**src/rtl/vpu_pkg.sv**
```systemverilog
// Shared types for the VPU issue path: instruction layout, opcodes, sequencer states.
package vpu_pkg;

  localparam int INST_W = 32;

  // 32-bit VPU instruction; opcode sits in the low nibble.
  typedef struct packed {
    logic [15:0] const_addr;
    logic [3:0]  c_addr;
    logic [3:0]  b_addr;
    logic [3:0]  a_addr;
    logic [3:0]  opcode;
  } inst_t;

  localparam logic [3:0] OP_NOP = 4'd0;
  localparam logic [3:0] OP_ADD = 4'd1;
  localparam logic [3:0] OP_SUB = 4'd2;
  localparam logic [3:0] OP_MUL = 4'd3;
  localparam logic [3:0] OP_MAC = 4'd4;

  typedef enum logic [1:0] {
    IDLE  = 2'd0,
    ISSUE = 2'd1,
    WAIT  = 2'd2
  } seq_state_t;

endpackage

```
**src/rtl/vpu_inst_fifo.sv**
```systemverilog
// Small instruction FIFO. Pointers carry one extra wrap bit so full and empty
// are told apart without a separate occupancy counter.
module vpu_inst_fifo #(
  parameter int DEPTH = 4,
  parameter int WIDTH = 32
) (
  input  logic             clk,
  input  logic             rst,
  input  logic             push_i,
  input  logic             pop_i,
  input  logic             flush_i,
  input  logic [WIDTH-1:0] din_i,
  output logic [WIDTH-1:0] head_o,
  output logic             full_o,
  output logic             empty_o
);

  localparam int AW = $clog2(DEPTH);

  logic [AW:0]      wr_q, rd_q;
  logic [AW:0]      wr_d;
  logic [WIDTH-1:0] mem_q [DEPTH];

  assign wr_d    = push_i ? wr_q + (AW+1)'(1) : wr_q;
  assign empty_o = (wr_q == rd_q);
  assign full_o  = (wr_q[AW] != rd_q[AW]) && (wr_q[AW-1:0] == rd_q[AW-1:0]);
  assign head_o  = mem_q[rd_q[AW-1:0]];

  // Pointer update; flush drops everything up to the write pointer.
  always_ff @(posedge clk) begin
    if (rst) begin
      wr_q <= '0;
      rd_q <= '0;
    end else begin
      wr_q <= wr_d;
      if (flush_i)
        rd_q <= wr_d;
      else if (pop_i)
        rd_q <= rd_q + (AW+1)'(1);
    end
  end

  // Storage write; contents need no reset since empty gates every read.
  always_ff @(posedge clk) begin
    if (push_i)
      mem_q[wr_q[AW-1:0]] <= din_i;
  end

endmodule

```
**src/rtl/vpu_issue_seq.sv**
```systemverilog
// Issue sequencer: queues host instructions, issues one at a time to the VPU,
// screens illegal opcodes, watches for a stuck VPU and counts retirements.
module vpu_issue_seq
  import vpu_pkg::*;
#(
  parameter int DEPTH      = 4,
  parameter int OP_W       = 4,
  parameter int MAX_OPCODE = 4,
  parameter int TIMEOUT    = 64,
  parameter int CNT_W      = 16
) (
  input  logic             clk,
  input  logic             rst,
  input  logic [31:0]      inst_in,
  input  logic             inst_valid,
  output logic             inst_ready,
  input  logic             flush,
  output logic [31:0]      vpu_inst,
  output logic             vpu_start,
  input  logic             vpu_done,
  output logic             busy,
  output logic             err_illegal,
  output logic             err_timeout,
  input  logic             clear_err,
  output logic [CNT_W-1:0] retired_cnt
);

  localparam int WD_W = (TIMEOUT > 1) ? $clog2(TIMEOUT) : 1;
  localparam logic [WD_W-1:0] WD_LAST = WD_W'((TIMEOUT > 0) ? TIMEOUT - 1 : 0);

  seq_state_t        state_q;
  inst_t             vpu_inst_q;
  logic              vpu_start_q;
  logic              err_illegal_q, err_timeout_q;
  logic [CNT_W-1:0]  retired_q;
  logic [WD_W-1:0]   wdog_q;

  logic [INST_W-1:0] head;
  logic              fifo_full, fifo_empty;
  logic              push, pop;
  logic              head_legal;

  assign inst_ready = !fifo_full && !flush;
  assign push       = inst_valid && inst_ready;
  assign pop        = (state_q == ISSUE);
  assign head_legal = (head[OP_W-1:0] <= OP_W'(MAX_OPCODE));

  vpu_inst_fifo #(
    .DEPTH (DEPTH),
    .WIDTH (INST_W)
  ) u_fifo (
    .clk     (clk),
    .rst     (rst),
    .push_i  (push),
    .pop_i   (pop),
    .flush_i (flush),
    .din_i   (inst_in),
    .head_o  (head),
    .full_o  (fifo_full),
    .empty_o (fifo_empty)
  );

  // Sequencer FSM. The head is latched into vpu_inst on the IDLE->ISSUE edge so
  // instruction and start pulse are both registered and valid throughout ISSUE.
  // A head that is flushed while still in IDLE is never issued.
  always_ff @(posedge clk) begin
    if (rst) begin
      state_q       <= IDLE;
      vpu_inst_q    <= '0;
      vpu_start_q   <= 1'b0;
      err_illegal_q <= 1'b0;
      err_timeout_q <= 1'b0;
      retired_q     <= '0;
      wdog_q        <= '0;
    end else begin
      vpu_start_q <= 1'b0;
      // Clear first so a same-cycle error below takes priority.
      if (clear_err) begin
        err_illegal_q <= 1'b0;
        err_timeout_q <= 1'b0;
      end
      case (state_q)
        IDLE: begin
          if (!fifo_empty && !flush) begin
            state_q     <= ISSUE;
            vpu_inst_q  <= inst_t'(head);
            vpu_start_q <= head_legal;
          end
        end
        ISSUE: begin
          wdog_q <= '0;
          if (vpu_start_q) begin
            state_q <= WAIT;
          end else begin
            err_illegal_q <= 1'b1;
            state_q       <= IDLE;
          end
        end
        WAIT: begin
          if (vpu_done) begin
            retired_q <= retired_q + CNT_W'(1);
            wdog_q    <= '0;
            state_q   <= IDLE;
          end else if (TIMEOUT != 0 && wdog_q == WD_LAST) begin
            err_timeout_q <= 1'b1;
            wdog_q        <= '0;
            state_q       <= IDLE;
          end else begin
            wdog_q <= wdog_q + WD_W'(1);
          end
        end
        default: state_q <= IDLE;
      endcase
    end
  end

  assign vpu_inst    = vpu_inst_q;
  assign vpu_start   = vpu_start_q;
  assign err_illegal = err_illegal_q;
  assign err_timeout = err_timeout_q;
  assign retired_cnt = retired_q;
  assign busy        = (state_q != IDLE) || !fifo_empty;

endmodule

```
**config.mk**
```make
export PLATFORM = sky130hd
export DESIGN_NAME = vpu_issue_seq
export DESIGN_NICKNAME = d
export VERILOG_FILES = /design/src/rtl/vpu_pkg.sv /design/src/rtl/vpu_inst_fifo.sv /design/src/rtl/vpu_issue_seq.sv
export SDC_FILE = /design/constraint.sdc
export NUM_CORES = 1
export LEC_CHECK = 0
export BUFFER_PORTS_ARGS = -buffer_cell sky130_fd_sc_hd__buf_4
export CAP_MARGIN = 10
export CORE_UTILIZATION = 55
export CTS_CLUSTER_SIZE = 8
export DETAILED_ROUTE_END_ITERATION = 6
export GPL_TIMING_DRIVEN = 0
export PLACE_DENSITY = 0.76
export SLEW_MARGIN = 20
export SYNTH_ARGS = -nofsm -noshare
export SYNTH_HDL_FRONTEND = slang
export SYNTH_SLANG_ARGS = --single-unit
```
**constraint.sdc**
```tcl
create_clock -name clk -period 5.37 [get_ports clk]
set_clock_uncertainty 0.1 [all_clocks]
set_input_delay 0 -clock clk [delete_from_list [all_inputs] [get_ports clk]]
set_output_delay 0 -clock clk [all_outputs]
set_load 0.005 [all_outputs]
```
==> key figures <==
Critical path
  • Worst reg2reg path depth: 4
  • Slowest CP cell: and2_2
  • Cell family with most CP delay: simple AND/OR/NAND/NOR gates
  • CP startpoint kind: register
  • WS Path Type: reg -> reg
  • Crit path cell chain: xnor2_1 > a311oi_2 > and2_2 > buf_16
  • Crit path max fanout: 17
  • Slowest stage delay, CP: 580 ps
  • Crit path capture type: register
  • Bufs and invs on worst path: 1
  • Reg2Reg Capture Point: u_fifo.mem_q[1][23]
  • R2R setup slack: 2930 ps
  • Critical Path AT: 2470 ps
  • Required @ worst endpoint: 5400 ps

Placement
  • Final Wtd Congestion: 0.8232
  • PortBufs: 88
  • Final HPWL DP: 9.495 mm

Floorplan
  • Row cnt: 42
  • Die W: 118.2 µm
  • Die height: 118.2 µm
  • Starting Density: 56.33%
  • Die area: 0.01398 mm²
  • Core Area: 0.01319 mm²
  • IO Count: 91

Yosys
  • Total number of yosys warnings: 0
  • Post-synth EDFFs: 128
  • Synth area leaders: edfxtp_1, dfxtp_1, mux4_2
  • Synth unique cells: 40
  • Post-Syn Instances: 501
  • Post-synth ARST share: 0%
  • Post-Syn Area: 0.007430 mm²
  • Synth Register Bits: 195
  • Register area share after synthesis: 69.79%
  • Largest area contributor in the netlist: edfxtp_1
  • Synth Flop Type: edfxtp_1
  • Average cell area after synthesis: 14.83 µm²
  • Top cell type's share of synthesized area: 51.73%
  • Top-count cell post-synth: edfxtp_1
  • Mapped Nets: 550
  • Most common library cells after synthesis: edfxtp_1, nand2_1, dfxtp_1

Global route
  • Vias in the first global route: 4,732
  • Largest net degree at the start of global routing: 19
  • Total grt overflow: 0
  • Initial antenna violation count: 0
  • GRT Util Overall: 23.42%
  • First-pass GRT wire length: 24.43 mm

Outcome
  • Status: complete, no violations

Route
  • Drt first pass iters: 4
  • Vias after detailed routing: 4,602
  • Drt wl/cell: 18.35 µm
  • DRC viols: 0
  • DRT iter0 DRCs: 300
  • DR vias/cell: 5.498
  • DRT Wirelength: 15.36 mm
  • Antenna viol nets, final: 0

Clock tree
  • CTS tree: built
  • CTS Hold Bufs: 36
  • Postcts setup bufs: 0
  • Root Driver: clkbuf_16
  • TritonCTS Buffers: 17
  • CTS resizes: 0
  • Clock Sinks: 195
  • Max clock buf depth: 2
  • Reg clk slew, reported paths: 70 ps
  • H-tree Lvls: 4
  • Clk Latency, worst-skew pair: 430 ps

Min path
  • Worst hold endpoint: state_q[1]
  • Hold crit path type: in -> reg
  • Worst Hold Depth: 4
  • Hold wc startpoint: rst

STA
  • Worst Tran Pin Value: 785.8 ps
  • Final period utilization: 45.39%
  • Hold slack: 81.85 ps
  • RSZ-0062 raised after global routing: false
  • Slew margin rel.: 47.61%
  • Max-slew violations: 0
  • Fmax achieved: 410.2 MHz
  • Final setup viols: 0
  • Post-route minimum period: 2438 ps
  • Count of final hold-check violations: 0
  • Setup tns final: 0 ps

Job
  • Max-cap violations: 0

Layout
  • N_diodes: 0
  • Layout area overhead: 27.38%
  • Layout cells sized above 1: 26.48%
  • Layout Nets: 697

Power
  • Leak pwr: 3.393 nW
  • Final Total Pwr: 3.410 mW
  • Pwr/cell area: 360.3 mW/mm²
  • Worst vdd ir: 0.2523 mV
[flip-flops by register name, indices dropped and copies added (netlist names), named ones only]
| signal | cells |
|---|---|
| u_fifo.rd_q | 3 |
| u_fifo.mem_q | 128 |
| state_q | 2 |
| u_fifo.wr_q | 2 |
| vpu_inst | 32 |
| retired_cnt | 16 |
| vpu_start | 1 |
| wdog_q | 6 |
| err_illegal | 1 |
| err_timeout | 1 |
[cells in the final DEF, fill, tap and decap left out, types with 4 or more instances in the layout]
cell type      netlist  final
nand2_1             80     80
buf_4                1     89
nor2_1              22     22
dlygate4sd3_1        0     36
ha_1                11     11
buf_2               11     11
buf_16               0      4
xnor2_1              8      8
nand4_1              6      6
clkbuf_16            0     17
bufinv_16            0      5
a21oi_1             41     41
nand3_1              6      6
nand2b_1             5      5
or4_1                4      4
o21ai_0              4      4
edfxtp_1           128    128
clkbuf_1            12     12
xor2_1              15     15
mux4_2              32     32
inv_1                7      7
dfxtp_1             67     67
[layout make-up]
cell class,instances,area [µm²]
plain buffers,26,115.1
clock buffers,18,439.2
clock inverters,14,225.2
fillers,852,3726
inverters,7,26.28
multi-input cells,273,2122
flip-flops and latches,195,5185
well taps,176,220.2
repair buffers,128,1131
[cell families (layout without fill, tap and decap cells)]
group / count (synthesis) / in the layout / share of synthesized area, %
AOI/OAI and AO/OA: 62 / 62 / 4.951
xor gates and xnor gates: 23 / 23 / 2.711
adders and majority gates: 11 / 11 / 1.852
buffers and inverters: 33 / 193 / 1.903
DFF: 195 / 195 / 69.79
muxes: 34 / 34 / 9.970
and+or+nand+nor: 143 / 143 / 8.825
[layer usage]
| layer | share of wire, % | global-route usage, % | up-vias |
|---|---|---|---|
| li1 | - | - | 2145 |
| met1 | 41 | 29.10 | 2299 |
| met2 | 53 | 40.15 | 132 |
| met3 | 4.0 | 4.585 | 26 |
| met4 | 2.0 | 9.856 | 0 |
| met5 | 0 | 0 | - |
[worst max-delay path by stage]
stage / startpoint / slack, ps / cells after the start / to
2_1_floorplan: u_fifo.wr_q[0] / 2360 / 2 / u_fifo.mem_q[3][0]
4_1_cts: register / 2930 / 4 / u_fifo.mem_q[0][26]
3_5_place_dp: register / 2950 / 4 / u_fifo.mem_q[0][15]
3_3_place_gp: u_fifo.wr_q[0] / 850 / 2 / u_fifo.mem_q[3][24]
5_1_grt: register / 2850 / 4 / u_fifo.mem_q[0][25]
6_report: register / 2930 / 4 / u_fifo.mem_q[1][23]
[worst reg2reg max path: stages (launching register included)]
cell and delay, ps:
dfxtp_1 490, xnor2_1 220, a311oi_2 520, and2_2 580, buf_16 240
[power breakdown]
| part | switching (mW) | internal (mW) |
|---|---|---|
| logic | 0.170 | 0.166 |
| registers | 0.0285 | 1.65 |
| clock network | 0.549 | 0.846 |
[metrics by stage]
stage	instance area [µm²]	util (%)	worst slack (ps)	instances
CTS	9464	71.75	2931	837
global route	9464	71.75	2848	837
global placement	8310	63.01	846.0	765
detailed placement	8439	63.98	2950	769
floorplan	7430	-	2364	501
finish	9464	71.75	2932	837
Power figures use the tool's default switching activity.
